--- config.mk ---
export PLATFORM = sky130hd
export DESIGN_NAME = adder_pipe_flat
export DESIGN_NICKNAME = d
export VERILOG_FILES = /design/src/rtl/adder_pkg.sv /design/src/rtl/adder_pipe_if.sv /design/src/rtl/adder_rca.sv /design/src/rtl/adder_pipe.sv /design/src/flat_wrapper.sv
export SDC_FILE = /design/constraint.sdc
export NUM_CORES = 1
export LEC_CHECK = 0
export CAP_MARGIN = 20
export CORE_UTILIZATION = 56
export DETAILED_ROUTE_END_ITERATION = 10
export HOLD_SLACK_MARGIN = 0.12
export MAX_ROUTING_LAYER = met4
export PLACE_DENSITY_LB_ADDON = 0.08
export SETUP_SLACK_MARGIN = 0.4
export SLEW_MARGIN = 20
export SYNTH_ARGS = -nofsm -noshare
export SYNTH_HDL_FRONTEND = slang
export SYNTH_SLANG_ARGS = --single-unit
--- constraint.sdc ---
create_clock -name clk -period 4.99 [get_ports clk]
set_input_delay 0.998 -clock clk [delete_from_list [all_inputs] [get_ports clk]]
set_output_delay 0.998 -clock clk [all_outputs]
set_load 0.01 [all_outputs]
--- src/rtl/adder_pkg.sv ---
// Types and helpers shared by the adder family (adder_rca, adder_pipe) and their benches.
package adder_pkg;

    typedef enum logic {
        OP_ADD = 1'b0,
        OP_SUB = 1'b1
    } op_t;

    localparam int ADDER_DEFAULT_N = 32;
    localparam int ADDER_DEFAULT_S = 4;

    function automatic int chunk_w(input int n, input int s);
        return n / s;
    endfunction

endpackage

--- src/rtl/adder_pipe_if.sv ---
// Operand/result handshake bundle for adder_pipe; the slave side is the adder itself.
interface adder_pipe_if #(parameter int N = 32);
    import adder_pkg::*;

    logic         in_valid;
    logic         in_ready;
    logic [N-1:0] a;
    logic [N-1:0] b;
    op_t          op;
    logic         out_valid;
    logic         out_ready;
    logic [N-1:0] s;
    logic         co;
    logic         ov;

    modport slave (
        input  in_valid, a, b, op, out_ready,
        output in_ready, out_valid, s, co, ov
    );

    modport master (
        output in_valid, a, b, op, out_ready,
        input  in_ready, out_valid, s, co, ov
    );

endinterface

--- src/rtl/adder_rca.sv ---
// Combinational ripple-carry adder; used as the per-chunk adder inside each adder_pipe stage.
module adder_rca #(
    parameter int N = 8
) (
    input  logic [N-1:0] a_i,
    input  logic [N-1:0] b_i,
    input  logic         ci_i,
    output logic [N-1:0] s_o,
    output logic         co_o
);

    logic carry;

    always_comb begin
        s_o   = '0;
        carry = ci_i;
        for (int i = 0; i < N; i++) begin
            s_o[i] = a_i[i] ^ b_i[i] ^ carry;
            carry  = (a_i[i] & b_i[i]) | (carry & (a_i[i] ^ b_i[i]));
        end
        co_o = carry;
    end

endmodule

--- src/rtl/adder_pipe.sv ---
// Pipelined N-bit adder/subtractor, one W=N/S chunk per stage, valid/ready on both sides.
// Define ADDER_PIPE_SATURATE_EN to clamp the result to signed max/min on overflow.
module adder_pipe
    import adder_pkg::*;
#(
    parameter int N = ADDER_DEFAULT_N,
    parameter int S = ADDER_DEFAULT_S
) (
    input  logic        clk,
    input  logic        rstn,
    adder_pipe_if.slave bus
);

    localparam int W = chunk_w(N, S);

    if (S < 1 || S > N || (N % S) != 0) begin : gBadParams
        $fatal(1, "adder_pipe: N must be a multiple of S with 1 <= S <= N");
    end

    logic         en;
    logic         outValid;
    logic [N-1:0] bAdj;
    logic [N-1:0] sumRaw;

    // A stalled output freezes every stage, so nothing in flight can be overwritten.
    assign en          = bus.out_ready | ~outValid;
    assign bus.in_ready = en;
    assign bAdj        = (bus.op == OP_SUB) ? ~bus.b : bus.b;

    for (genvar k = 0; k < S; k++) begin : gStage
        localparam int UP = N - (k + 1) * W;

        logic [W-1:0]         opA;
        logic [W-1:0]         opB;
        logic [W-1:0]         sumChunk;
        logic                 cin;
        logic                 cout;
        logic                 valid_d;
        logic [(k+1)*W-1:0]   sum_d;
        logic                 valid_q;
        logic                 carry_q;
        logic [(k+1)*W-1:0]   sum_q;

        if (k == 0) begin : gFirst
            assign opA     = bus.a[W-1:0];
            assign opB     = bAdj[W-1:0];
            assign cin     = (bus.op == OP_SUB);
            assign valid_d = bus.in_valid;
            assign sum_d   = sumChunk;
        end else begin : gNext
            assign opA     = gStage[k-1].gSkew.skewA_q[W-1:0];
            assign opB     = gStage[k-1].gSkew.skewB_q[W-1:0];
            assign cin     = gStage[k-1].carry_q;
            assign valid_d = gStage[k-1].valid_q;
            assign sum_d   = {sumChunk, gStage[k-1].sum_q};
        end

        adder_rca #(.N(W)) uRca (
            .a_i  (opA),
            .b_i  (opB),
            .ci_i (cin),
            .s_o  (sumChunk),
            .co_o (cout)
        );

        always_ff @(posedge clk or negedge rstn) begin
            if (!rstn) begin
                valid_q <= 1'b0;
                carry_q <= 1'b0;
                sum_q   <= '0;
            end else if (en) begin
                valid_q <= valid_d;
                carry_q <= cout;
                sum_q   <= sum_d;
            end
        end

        // Operand chunks not yet consumed travel alongside the partial sum.
        if (UP > 0) begin : gSkew
            logic [UP-1:0] skewA_d;
            logic [UP-1:0] skewB_d;
            logic [UP-1:0] skewA_q;
            logic [UP-1:0] skewB_q;

            if (k == 0) begin : gSrc
                assign skewA_d = bus.a[N-1:W];
                assign skewB_d = bAdj[N-1:W];
            end else begin : gSrc
                assign skewA_d = gStage[k-1].gSkew.skewA_q[UP+W-1:W];
                assign skewB_d = gStage[k-1].gSkew.skewB_q[UP+W-1:W];
            end

            always_ff @(posedge clk or negedge rstn) begin
                if (!rstn) begin
                    skewA_q <= '0;
                    skewB_q <= '0;
                end else if (en) begin
                    skewA_q <= skewA_d;
                    skewB_q <= skewB_d;
                end
            end
        end

        if (k == S - 1) begin : gLast
            logic ov_q;

            always_ff @(posedge clk or negedge rstn) begin
                if (!rstn) begin
                    ov_q <= 1'b0;
                end else if (en) begin
                    ov_q <= (opA[W-1] == opB[W-1]) & (sumChunk[W-1] != opA[W-1]);
                end
            end
        end
    end

    assign outValid      = gStage[S-1].valid_q;
    assign sumRaw        = gStage[S-1].sum_q;
    assign bus.out_valid = outValid;
    assign bus.co        = gStage[S-1].carry_q;
    assign bus.ov        = gStage[S-1].gLast.ov_q;

`ifdef ADDER_PIPE_SATURATE_EN
    // On overflow the raw sign bit is the inverse of the true sign, so it picks the rail.
    always_comb begin
        bus.s = sumRaw;
        if (bus.ov) begin
            bus.s = sumRaw[N-1] ? {1'b0, {(N-1){1'b1}}} : {1'b1, {(N-1){1'b0}}};
        end
    end
`else
    assign bus.s = sumRaw;
`endif

endmodule

--- src/flat_wrapper.sv ---
// flat-port wrapper written by rule: the top's interface ports become plain ports
module adder_pipe_flat import adder_pkg::*;
#(
    parameter int N = ADDER_DEFAULT_N,
    parameter int S = ADDER_DEFAULT_S
)
  (clk, rstn, bus_in_valid, bus_a, bus_b, bus_op, bus_out_ready, bus_in_ready, bus_out_valid, bus_s, bus_co, bus_ov);
  adder_pipe_if #(.N(N)) bus_i ();
  input  logic clk;
  input  logic rstn;
  input wire logic [$bits(bus_i.in_valid)-1:0] bus_in_valid;
  input wire logic [$bits(bus_i.a)-1:0] bus_a;
  input wire logic [$bits(bus_i.b)-1:0] bus_b;
  input wire logic [$bits(bus_i.op)-1:0] bus_op;
  input wire logic [$bits(bus_i.out_ready)-1:0] bus_out_ready;
  output wire logic [$bits(bus_i.in_ready)-1:0] bus_in_ready;
  output wire logic [$bits(bus_i.out_valid)-1:0] bus_out_valid;
  output wire logic [$bits(bus_i.s)-1:0] bus_s;
  output wire logic [$bits(bus_i.co)-1:0] bus_co;
  output wire logic [$bits(bus_i.ov)-1:0] bus_ov;
  assign bus_i.in_valid = bus_in_valid;
  assign bus_i.a = bus_a;
  assign bus_i.b = bus_b;
  assign bus_i.op = bus_op;
  assign bus_i.out_ready = bus_out_ready;
  assign bus_in_ready = bus_i.in_ready;
  assign bus_out_valid = bus_i.out_valid;
  assign bus_s = bus_i.s;
  assign bus_co = bus_i.co;
  assign bus_ov = bus_i.ov;
  adder_pipe #(.N(N), .S(S)) u_core (.clk(clk), .rstn(rstn), .bus(bus_i));
endmodule
==> impl_results.md <==
- Status: finished clean
- Crit path launch: u_core.gStage[2].gSkew.skewB_q[0]
- Row Count: between 40 and 50
- Reg area: approximately 4600 µm²
- Htree depth: 4
- # setup viols final: 0
- Pins Over Slew Limit: 0
- WHS: about 470 ps
- Vias in the first global route: between 4000 and 5000
- CTS Hold Bufs: 0
- Startpoint Class: flop
- Worst vdd ir: about 320 µV
- WL final: 14000 µm
- Max-cap viol count: 0
- Reg-to-Reg Start: u_core.gStage[2].gSkew.skewB_q[0]
- Setup bufs post-CTS: 0
- Clk_lat worst skew: roughly 420 ps
- Pin count of the biggest net entering global routing: 148
- Worst EP arrival: about 4700 ps
- Unrepaired setup endpoints after global routing: false
- Placed Cells: 775
- Sum Neg Setup Slack: 0 ps
- Final instance area: 10100 µm²
- Clk root buf: clkbuf_16
- Syn Area/Cell: approximately 17 µm²
- Tightest Hold Check Type: flop to flop
- IO Count: ~110
- Max Buffers Root-to-Sink: 2
- Area growth, synth to finish: 20.6%
- Initial DRC count: roughly 180
- Dpl cell area: between 9000 and 10000 µm²
- Num CTS Buffers: 17
- #FFs+latches synth: between 150 and 200
- Vias per cell: 5.12
- Fin. Hold Viols: 0
- Cell family with most CP delay: adder cells
- Core outline area: 14500 µm²
- Hold_sp: u_core.gStage[2].valid_q
- Worst path cell trace: fa_1 -> fa_1 -> fa_1 -> fa_1 -> fa_1 -> inv_1 -> fa_1 -> inv_1 -> fa_1 -> inv_1 -> fa_1 -> xor2_1 -> o31ai_1
- Peak Freq: 0.228 GHz
- FILL cells: around 1000
- Hold Path Stages: 1
- PD cells: around 630 nW/µm²
- Starting Density: between 50% and 60%
- Leak: around 4.6 nW
- Flop-to-flop setup slack: approximately 600 ps
- Synthesized cell area: ~8400 µm²
- CTS tree: built
- Final non-filler cell total: about 800
- Req. time, crit path: about 5300 ps
- Width of the chip: 124 µm
- Die height: between 100 and 150 µm
- WP buf/inv: 3
- Hold EP: u_core.bus.out_valid
- Tot GR Track Use: 20.4%
- Commonest non-fill, non-tap cell in the layout: dfrtp_1
- GP Congestion: roughly 0.76
- Library cells used by synthesis: 21
- Routed Antenna Nets: 0
- CP max stage delay: around 470 ps
- Worst reg-to-reg path cell count: 13
- Diode count: 0
- Port bufs: 104
- Avg WL per Cell: 17.3 µm
- Synth warn: 0
- Via Count: about 4100
- Post_cts resized: 0
- DP HPWL: between 8000 and 9000 µm
- Crit share post-route: between 80 and 90%
- CP most frequent cell: fa_1
- Mapped Cells: 507
- First-pass GRT wire length: 23800 µm
- Share of layout cells above drive strength 1: between 30% and 40%
- Drc violations: 0
- Die area: ~15000 µm²
- Fin crit period: about 4400 ps
- Pre-antenna DRT Iters: 4
- Crit path capture type: flop
- Clock Skew: between 10 and 15 ps
- Grt total ovfl: 0
- Nets@finish: slightly above 700
- CP Class: flop to flop
- Commonest non-fill, non-tap cells in the layout: dfrtp_1 (185), clkdlybuf4s50_1 (102), mux2_4 (100)
- RR Endpoint: u_core.bus.ov
- Seq/Total Area, Yosys: approximately 55%
- Worst-path fanout max: 2
- Syn_nets: about 600
- Multi-input gate area: 3420 µm²
- Initial antenna violation count: 0
- CTS clk-pin slew, worst paths: ~70 ps
- Max_slew headroom: between 30% and 40%
- Clock Sinks: about 190
- CP max stage cell: fa_1
- Actual slew at the worst max-slew pin: 1040 ps
==> sequential cells by signal (all words and copies together) (netlist names) <==
register / flops
u_core.bus.co: 1
u_core.bus.out_valid: 1
u_core.bus.ov: 1
u_core.bus.s: 32
u_core.gStage.carry_q: 3
u_core.gStage.gSkew.skewA_q: 48
u_core.gStage.gSkew.skewB_q: 48
u_core.gStage.sum_q: 48
u_core.gStage.valid_q: 3
==> cell type report <==
type                            instances  share of cell area, %
Clock inverter                         14                   1.71
Tap cell                              184                   2.28
Multi-Input combinational cell        267                   33.9
Sequential cell                       185                   45.9
Clock buffer                           18                   4.25
Inverter                               29                   1.15
Timing Repair Buffer                  110                   10.9
==> synth_stat cells <==
master | n | area [µm²]
buf_4 | 3 | 22.5
buf_6 | 13 | 146
nor3b_1 | 14 | 105
mux2_4 | 100 | 1500
mux2_2 | 67 | 754
ha_1 | 1 | 12.5
o31ai_1 | 1 | 7.51
a21oi_1 | 14 | 70.1
buf_2 | 7 | 35.0
fa_1 | 31 | 621
dfrtp_1 | 185 | 4630
mux2_1 | 1 | 11.3
clkbuf_1 | 3 | 11.3
xor2_1 | 26 | 228
mux2i_1 | 2 | 20.0
inv_1 | 28 | 105
nand3b_1 | 1 | 7.51
nand2b_1 | 1 | 6.26
inv_2 | 1 | 3.75
xnor2_1 | 7 | 61.3
nor2b_4 | 1 | 13.8
==> cells by family (layout without fill, tap and decap cells) <==
kind of cell	Yosys count	in the layout	share of synthesized area (%)
multiplexers	170	170	27.3
AO/OA/AOI/OAI	15	15	0.927
adder cells (fa/ha/maj)	32	32	7.56
flip-flops	185	185	55.3
buffers and inverters	55	171	3.87
XOR/XNOR	33	33	3.45
AND/OR/NAND/NOR	17	17	1.58
==> how the worst max path moves through the flow <==
stage / to / slack (ps) / depth (start not counted)
2_1_floorplan: u_core.gStage[0].sum_q[7] / 420 / 13
3_3_place_gp: u_core.gStage[0].sum_q[7] / 290 / 12
3_5_place_dp: u_core.gStage[0].sum_q[7] / 260 / 12
4_1_cts: u_core.bus.ov / 570 / 13
5_1_grt: u_core.bus.ov / 420 / 13
6_report: u_core.bus.ov / 610 / 13
==> per-layer routing <==
layer  share of wire, %  GRT usage (%)
met1                 46           27.6
met3                3.1           4.47
met4               0.68           5.10
met2                 50           31.5
met5                  0              -
==> power breakdown <==
group | leakage (nW) | total (mW) | switching (mW) | internal (mW)
clock | 0.291 | 1.36 | 0.569 | 0.792
combinational | 2.16 | 2.38 | 0.850 | 1.53
sequential | 2.14 | 2.61 | 0.431 | 2.18
==> stage by stage <==
step	setup WS, ps	utilization (%)	total power [mW]
floorplan	418	-	4.29
global placement	294	65.3	4.92
detailed placement	264	65.3	5.04
CTS	570	69.5	6.43
global route	420	69.5	6.76
finish	612	69.5	6.35
==> worst reg2reg max path: stages (launching register included) <==
cell and delay [ps]:
dfrtp_1 400, fa_1 450, fa_1 470, fa_1 460
fa_1 470, fa_1 430, inv_1 100, fa_1 190
inv_1 60, fa_1 400, inv_1 90, fa_1 420
xor2_1 160, o31ai_1 180
(Power assumes the default switching activity.)
